**src/rtl/decode_hazard_ctrl_pkg.sv**
```systemverilog
// ============================================================================
// decode_hazard_ctrl_pkg : shared constants for the decode-stage sequencer
// Revision: 1.0
// ============================================================================
`default_nettype none

package decode_hazard_ctrl_pkg;

    localparam int REGW  = 3;
    localparam int DEPTH = 3;
    localparam int CHECK = 2;

    localparam logic [1:0] RUN     = 2'd0;
    localparam logic [1:0] BR_WAIT = 2'd1;
    localparam logic [1:0] DRAIN   = 2'd2;
    localparam logic [1:0] HALTED  = 2'd3;

    // Instruction word the latch consumers substitute on flush or bubble.
    localparam logic [15:0] NOP_INSTR = 16'h0800;

endpackage

`default_nettype wire

```
**src/rtl/decode_hazard_ctrl_if.sv**
```systemverilog
// ============================================================================
// decode_hazard_ctrl_if : decode-side controls to/from the hazard sequencer
// Revision: 1.0
// ============================================================================
`default_nettype none

interface decode_hazard_ctrl_if
    import decode_hazard_ctrl_pkg::*;
#(
    parameter int REGW = decode_hazard_ctrl_pkg::REGW
);
    logic                 id_valid;
    logic [REGW-1:0]      id_rs_sel;
    logic                 id_rs_used;
    logic [REGW-1:0]      id_rt_sel;
    logic                 id_rt_used;
    logic [REGW-1:0]      id_wr_sel;
    logic                 id_wr_en;
    logic                 id_is_branch;
    logic                 id_halt;
    logic                 ex_resolve;
    logic                 ex_taken;
    logic                 fetch_enable;
    logic                 ifid_hold;
    logic                 id_bubble;
    logic                 ifid_flush;
    logic                 halted;
    logic [2**REGW-1:0]   busy_mask;

    modport master (
        output id_valid, id_rs_sel, id_rs_used, id_rt_sel, id_rt_used,
               id_wr_sel, id_wr_en, id_is_branch, id_halt, ex_resolve, ex_taken,
        input  fetch_enable, ifid_hold, id_bubble, ifid_flush, halted, busy_mask
    );

    modport slave (
        input  id_valid, id_rs_sel, id_rs_used, id_rt_sel, id_rt_used,
               id_wr_sel, id_wr_en, id_is_branch, id_halt, ex_resolve, ex_taken,
        output fetch_enable, ifid_hold, id_bubble, ifid_flush, halted, busy_mask
    );
endinterface

`default_nettype wire

```
**src/rtl/decode_hazard_ctrl_wr_scoreboard.sv**
```systemverilog
// ============================================================================
// decode_hazard_ctrl_wr_scoreboard : in-flight write shift register + match
// Revision: 1.0
// ============================================================================
`default_nettype none

module decode_hazard_ctrl_wr_scoreboard #(
    parameter int REGW  = decode_hazard_ctrl_pkg::REGW,
    parameter int DEPTH = decode_hazard_ctrl_pkg::DEPTH,
    parameter int CHECK = decode_hazard_ctrl_pkg::CHECK
) (
    input  wire logic                clk,
    input  wire logic                rst,
    input  wire logic                push_v,
    input  wire logic [REGW-1:0]     push_sel,
    input  wire logic [REGW-1:0]     rs_sel,
    input  wire logic [REGW-1:0]     rt_sel,
    output logic                     rs_match,
    output logic                     rt_match,
    output logic                     empty,
    output logic [2**REGW-1:0]       busy_mask
);

    logic [DEPTH-1:0]           v_q;
    logic [DEPTH-1:0]           v_d;
    logic [DEPTH-1:0][REGW-1:0] sel_q;
    logic [DEPTH-1:0][REGW-1:0] sel_d;

    always_comb begin
        v_d      = '0;
        sel_d    = '0;
        v_d[0]   = push_v;
        sel_d[0] = push_sel;
        for (int i = 1; i < DEPTH; i++) begin
            v_d[i]   = v_q[i-1];
            sel_d[i] = sel_q[i-1];
        end
    end

    always_ff @(posedge clk or negedge rst) begin
        if (!rst) begin
            v_q   <= '0;
            sel_q <= '0;
        end else begin
            v_q   <= v_d;
            sel_q <= sel_d;
        end
    end

    // Only the youngest CHECK entries matter; the register file bypasses WB.
    always_comb begin
        rs_match  = 1'b0;
        rt_match  = 1'b0;
        busy_mask = '0;
        for (int j = 0; j < CHECK; j++) begin
            if (v_q[j]) begin
                busy_mask[sel_q[j]] = 1'b1;
                if (sel_q[j] == rs_sel) rs_match = 1'b1;
                if (sel_q[j] == rt_sel) rt_match = 1'b1;
            end
        end
    end

    assign empty = ~|v_q;

endmodule

`default_nettype wire

```
**src/rtl/decode_hazard_ctrl.sv**
```systemverilog
// ============================================================================
// decode_hazard_ctrl : RAW stall, branch hold/flush and halt drain sequencer
// Revision: 1.0
// ============================================================================
`default_nettype none

module decode_hazard_ctrl
    import decode_hazard_ctrl_pkg::*;
#(
    parameter int REGW  = decode_hazard_ctrl_pkg::REGW,
    parameter int DEPTH = decode_hazard_ctrl_pkg::DEPTH,
    parameter int CHECK = decode_hazard_ctrl_pkg::CHECK
) (
    input  wire logic          clk,
    input  wire logic          rst,
    decode_hazard_ctrl_if.slave hz
);

    logic [1:0] state_q;
    logic [1:0] state_d;
    logic       halted_q;
    logic       halted_d;

    logic       rs_match;
    logic       rt_match;
    logic       sb_empty;
    logic       hazard;
    logic       flush_now;
    logic       accept;

    assign hazard    = hz.id_valid & ((hz.id_rs_used & rs_match) | (hz.id_rt_used & rt_match));
    assign flush_now = (state_q == BR_WAIT) & hz.ex_resolve & hz.ex_taken;
    assign accept    = (state_q == RUN) & hz.id_valid & ~hazard & ~flush_now;

    decode_hazard_ctrl_wr_scoreboard #(
        .REGW  (REGW),
        .DEPTH (DEPTH),
        .CHECK (CHECK)
    ) u_wr_scoreboard (
        .clk       (clk),
        .rst       (rst),
        .push_v    (accept & hz.id_wr_en),
        .push_sel  (hz.id_wr_sel),
        .rs_sel    (hz.id_rs_sel),
        .rt_sel    (hz.id_rt_sel),
        .rs_match  (rs_match),
        .rt_match  (rt_match),
        .empty     (sb_empty),
        .busy_mask (hz.busy_mask)
    );

    always_ff @(posedge clk or negedge rst) begin
        if (!rst) begin
            state_q  <= RUN;
            halted_q <= 1'b0;
        end else begin
            state_q  <= state_d;
            halted_q <= halted_d;
        end
    end

    always_comb begin
        state_d = state_q;
        case (state_q)
            RUN: begin
                // Halt outranks branch when both are flagged.
                if (accept && hz.id_halt)           state_d = DRAIN;
                else if (accept && hz.id_is_branch) state_d = BR_WAIT;
            end
            BR_WAIT: if (hz.ex_resolve) state_d = RUN;
            DRAIN:   if (sb_empty)      state_d = HALTED;
            HALTED:  state_d = HALTED;
            default: state_d = RUN;
        endcase
        halted_d = halted_q | (state_d == HALTED);
    end

    always_comb begin
        hz.fetch_enable = 1'b1;
        hz.ifid_hold    = 1'b0;
        hz.id_bubble    = 1'b0;
        hz.ifid_flush   = 1'b0;
        case (state_q)
            RUN: begin
                if (hazard) begin
                    hz.fetch_enable = 1'b0;
                    hz.ifid_hold    = 1'b1;
                    hz.id_bubble    = 1'b1;
                end else if (accept && hz.id_halt) begin
                    // Nothing past the halt may be fetched.
                    hz.fetch_enable = 1'b0;
                    hz.ifid_hold    = 1'b1;
                end
            end
            BR_WAIT: begin
                hz.id_bubble = 1'b1;
                if (hz.ex_resolve) begin
                    hz.ifid_flush = hz.ex_taken;
                end else begin
                    hz.fetch_enable = 1'b0;
                    hz.ifid_hold    = 1'b1;
                end
            end
            default: begin
                hz.fetch_enable = 1'b0;
                hz.ifid_hold    = 1'b1;
                hz.id_bubble    = 1'b1;
            end
        endcase
    end

    assign hz.halted = halted_q;

endmodule

`default_nettype wire
```
**src/flat_wrapper.sv**
```systemverilog
// flat-port wrapper written by rule: the top's interface ports become plain ports
module decode_hazard_ctrl_flat import decode_hazard_ctrl_pkg::*;
#(
    parameter int REGW  = decode_hazard_ctrl_pkg::REGW,
    parameter int DEPTH = decode_hazard_ctrl_pkg::DEPTH,
    parameter int CHECK = decode_hazard_ctrl_pkg::CHECK
)
  (clk, rst, hz_id_valid, hz_id_rs_sel, hz_id_rs_used, hz_id_rt_sel, hz_id_rt_used, hz_id_wr_sel, hz_id_wr_en, hz_id_is_branch, hz_id_halt, hz_ex_resolve, hz_ex_taken, hz_fetch_enable, hz_ifid_hold, hz_id_bubble, hz_ifid_flush, hz_halted, hz_busy_mask);
  decode_hazard_ctrl_if #(.REGW(REGW)) hz_i ();
  input  wire logic clk;
  input  wire logic rst;
  input wire logic [$bits(hz_i.id_valid)-1:0] hz_id_valid;
  input wire logic [$bits(hz_i.id_rs_sel)-1:0] hz_id_rs_sel;
  input wire logic [$bits(hz_i.id_rs_used)-1:0] hz_id_rs_used;
  input wire logic [$bits(hz_i.id_rt_sel)-1:0] hz_id_rt_sel;
  input wire logic [$bits(hz_i.id_rt_used)-1:0] hz_id_rt_used;
  input wire logic [$bits(hz_i.id_wr_sel)-1:0] hz_id_wr_sel;
  input wire logic [$bits(hz_i.id_wr_en)-1:0] hz_id_wr_en;
  input wire logic [$bits(hz_i.id_is_branch)-1:0] hz_id_is_branch;
  input wire logic [$bits(hz_i.id_halt)-1:0] hz_id_halt;
  input wire logic [$bits(hz_i.ex_resolve)-1:0] hz_ex_resolve;
  input wire logic [$bits(hz_i.ex_taken)-1:0] hz_ex_taken;
  output wire logic [$bits(hz_i.fetch_enable)-1:0] hz_fetch_enable;
  output wire logic [$bits(hz_i.ifid_hold)-1:0] hz_ifid_hold;
  output wire logic [$bits(hz_i.id_bubble)-1:0] hz_id_bubble;
  output wire logic [$bits(hz_i.ifid_flush)-1:0] hz_ifid_flush;
  output wire logic [$bits(hz_i.halted)-1:0] hz_halted;
  output wire logic [$bits(hz_i.busy_mask)-1:0] hz_busy_mask;
  assign hz_i.id_valid = hz_id_valid;
  assign hz_i.id_rs_sel = hz_id_rs_sel;
  assign hz_i.id_rs_used = hz_id_rs_used;
  assign hz_i.id_rt_sel = hz_id_rt_sel;
  assign hz_i.id_rt_used = hz_id_rt_used;
  assign hz_i.id_wr_sel = hz_id_wr_sel;
  assign hz_i.id_wr_en = hz_id_wr_en;
  assign hz_i.id_is_branch = hz_id_is_branch;
  assign hz_i.id_halt = hz_id_halt;
  assign hz_i.ex_resolve = hz_ex_resolve;
  assign hz_i.ex_taken = hz_ex_taken;
  assign hz_fetch_enable = hz_i.fetch_enable;
  assign hz_ifid_hold = hz_i.ifid_hold;
  assign hz_id_bubble = hz_i.id_bubble;
  assign hz_ifid_flush = hz_i.ifid_flush;
  assign hz_halted = hz_i.halted;
  assign hz_busy_mask = hz_i.busy_mask;
  decode_hazard_ctrl #(.REGW(REGW), .DEPTH(DEPTH), .CHECK(CHECK)) u_core (.clk(clk), .rst(rst), .hz(hz_i));
endmodule
```
**config.mk**
```make
export PLATFORM = sky130hd
export DESIGN_NAME = decode_hazard_ctrl_flat
export DESIGN_NICKNAME = d
export VERILOG_FILES = /design/src/rtl/decode_hazard_ctrl_pkg.sv /design/src/rtl/decode_hazard_ctrl_if.sv /design/src/rtl/decode_hazard_ctrl_wr_scoreboard.sv /design/src/rtl/decode_hazard_ctrl.sv /design/src/flat_wrapper.sv
export SDC_FILE = /design/constraint.sdc
export NUM_CORES = 1
export LEC_CHECK = 0
export CAP_MARGIN = 20
export CORE_MARGIN = 2
export CORE_UTILIZATION = 44
export DETAILED_ROUTE_END_ITERATION = 10
export PLACE_DENSITY = 0.83
export SLEW_MARGIN = 25
export SYNTH_ARGS = -nofsm -noshare
export SYNTH_HDL_FRONTEND = slang
export SYNTH_HIERARCHICAL = 1
export SYNTH_SLANG_ARGS = --single-unit
```
**constraint.sdc**
```tcl
create_clock -name clk -period 3.25 [get_ports clk]
set_input_delay 0.4875 -clock clk [delete_from_list [all_inputs] [get_ports clk]]
set_output_delay 0.4875 -clock clk [all_outputs]
set_load 0.02 [all_outputs]
```
==> metrics.txt, run 1 <==
status=completed; Worst slew margin=66.3%; post-synth cell types=25; hold path start=u_core/hz.halted$_DFF_PN0_; DR iter-0 viols=4; RSZ-0062 raised after global routing=false; type of destination of the critical path=output port; EDFF count, synth=0; PortBufs=31; Setup-failing EPs final=0; CTS Sinks=12; met2 wire len=837 um; floorplan row count=14; Inserted Clock Buffers=3; drt first pass iters=3; starting density of the core=47.9%; Routed WL=1680 um; buffers plus inverters on the worst setup path=2; area leader, netlist=dfrtp_1; Synth Register Bits=12; CP arrival=2.48 ns; TNS Setup=0 ns; Final Skew=0.00219 ns; post-synthesis net count=92; Worst-Margin Slew=0.505 ns; yosys synthesis warning count=6; top cells by area, synth=dfrtp_1, xnor2_1, nand2b_1; post-DR wirelength/cell=14.1 um; Top FF cell, synth=dfrtp_1; Die Span Y=44.8 um; Detail Placement HPWL=1350 um; DR vias/cell=5.48; Top Metal Used=met3; first-pass GRT wire length=2800 um; Worst EP required=2.76 ns; crit path from=hz_id_rs_sel[0]; WL met3=86 um; CP Cell Sequence=clkdlybuf4s50_1, xnor2_1, nand4_1, nand2_1, a22oi_4, a211oi_2, or3_1, clkdlybuf4s50_1; Synth Cell Area=731 um2; initial antenna violation count=0; number of diodes=0; leak pwr=0.410 nW; CTS tree=built; # DRC=0; Worst R2R Path Depth=6; post-route clock period utilization=91.4%; Power Dens Cells=354 nW/um2; Post-Syn Instances=73; worst-skew pair later-pin latency=0.25 ns; Hold Crit Class=flop to flop; final number of hold-violating endpoints=0; Max Transition Viols Final=0; Synth Area per Inst=10.0 um2; GRT Util Overall=19.1%; async set or reset register ratio after synthesis=100%; clock-pin slew on the worst setup and hold paths=0.06 ns; hold_ws=0.495 ns; Hold Crit Depth=1; Max-Cap Viols=0; vias in the first global route=692; chip width=44.8 um; die area=2000 um2; Seq/Total Area, Yosys=41.1%; Synth top cells by count=dfrtp_1, xnor2_1, nand2_1, nand2b_1, o22ai_1; RR Startpoint=u_core/u_wr_scoreboard/sel_d[6]$_DFF_PN0_; Min-Delay Endpoint=u_core/hz.halted$_DFF_PN0_; largest net degree at the start of global routing=13; Synth top area share=41.1%; Resize count post-CTS=0; io pins=32; Slowest cell on crit path=clkdlybuf4s50_1; cts hold-fix bufs=0; worst flop-to-flop path endpoint=u_core/state_q[0]$_DFF_PN0_; H-tree level count=1; clock root buffer=clkbuf_4; GRT Residual Overflow=0; Top delay family on crit path=buffers and inverters; GPL Wtd Cong=0.844; most frequent cell on the critical path=clkdlybuf4s50_1; Setup Buffers After CTS=0; Final nets=124; Setup crit start kind=input pin; Reg2Reg Setup Slack=1.77 ns; maximum vdd drop=0.000233 V; Routed met1 length=751 um; antenna-violating nets left=0; layout cells sized above 1=5.83%; CP max stage delay=0.54 ns; area grow syn2layout=44.2%; Final Critical Period=2.97 ns; total number of vias=652; Worst Path Max Fanout=5; CP Class=input pin to output port; clock buffer depth=2; Core Area=1520 um2; fmax=337 MHz
how the worst max path moves through the flow:
stage	endpoint	slack, ns	depth (start not counted)
finish	hz_ifid_hold	0.28	8
global route	hz_ifid_hold	0.15	8
CTS	hz_ifid_hold	0.26	8
detailed placement	hz_ifid_hold	0.27	8
global placement	hz_ifid_hold	0.31	8
floorplan	hz_fetch_enable	1.19	7
flip-flops by register name, indices dropped and copies added (netlist names):
name and flops:
u_core/u_wr_scoreboard/sel_d 6, u_core/u_wr_scoreboard/v_q 3, u_core/state_q 2, u_core/hz.halted 1
per-stage QoR:
step                utilization [%]  power [mW]  area, um2  setup slack, ns  std cells
global route                   69.1       0.398       1050            0.155        119
floorplan                         -       0.240        731             1.19         73
detailed placement             67.7       0.295       1030            0.272        116
global placement               67.7       0.292       1030            0.306        116
finish                         69.1       0.373       1050            0.280        119
CTS                            69.1       0.377       1050            0.262        119
cell type report:
type	instances	area [um2]
Multi-Input combinational cell	54	389
Timing Repair Buffer	31	310
Fill cell	139	470
Tap cell	16	20.0
Inverter	3	11.3
Clock buffer	3	22.5
Sequential cell	12	300
report_power, final:
part	switching [mW]	total, mW	internal (mW)	leakage, nW
Sequential	0.0261	0.188	0.162	0.140
Combinational	0.0448	0.105	0.0601	0.256
Clock	0.0378	0.0804	0.0426	0.0138
cell families (layout without fill, tap and decap cells):
group	count (synthesis)	count (layout)	share of synthesized area, %
AOI/OAI and AO/OA	15	15	17.0
xor gates and xnor gates	12	12	14.4
buffers and inverters	7	37	5.65
DFF	12	12	41.1
and+or+nand+nor	27	27	21.9
per-layer routing:
metal | GRT usage [%] | up-vias
met4 | 7.88 | 0
li1 | - | 324
met3 | 2.80 | 0
met2 | 33.3 | 23
met1 | 23.5 | 305
met5 | 0 | -
cells in the final DEF, fill, tap and decap left out:
cell              n
nand2b_4          1
a22oi_4           1
nand2b_1          6
o31ai_1           1
a221oi_1          1
a21oi_1           1
o32ai_1           2
nand4_1           4
clkdlybuf4s50_1  31
a211oi_2          1
or3_1             2
o21ai_0           2
nand2_1           6
a41o_1            1
and4_1            1
clkbuf_4          3
inv_1             3
xnor2_1          12
nor2_1            2
nor2b_1           1
dfrtp_1          12
nor3_1            2
and3_1            1
o22ai_1           5
nor4bb_1          1
Power figures use the tool's default switching activity.
==> inputs of run 2 (changes only) <==
CTS_CLUSTER_DIAMETER = 120   (was unset)
==> results of run 2 <==
Final layout, timing and power as in run 1 (identical DEF).
==> inputs of run 3 (changes only) <==
CTS_CLUSTER_SIZE = 16   (was unset)
==> results of run 3 <==
Final layout, timing and power as in run 1 (identical DEF).
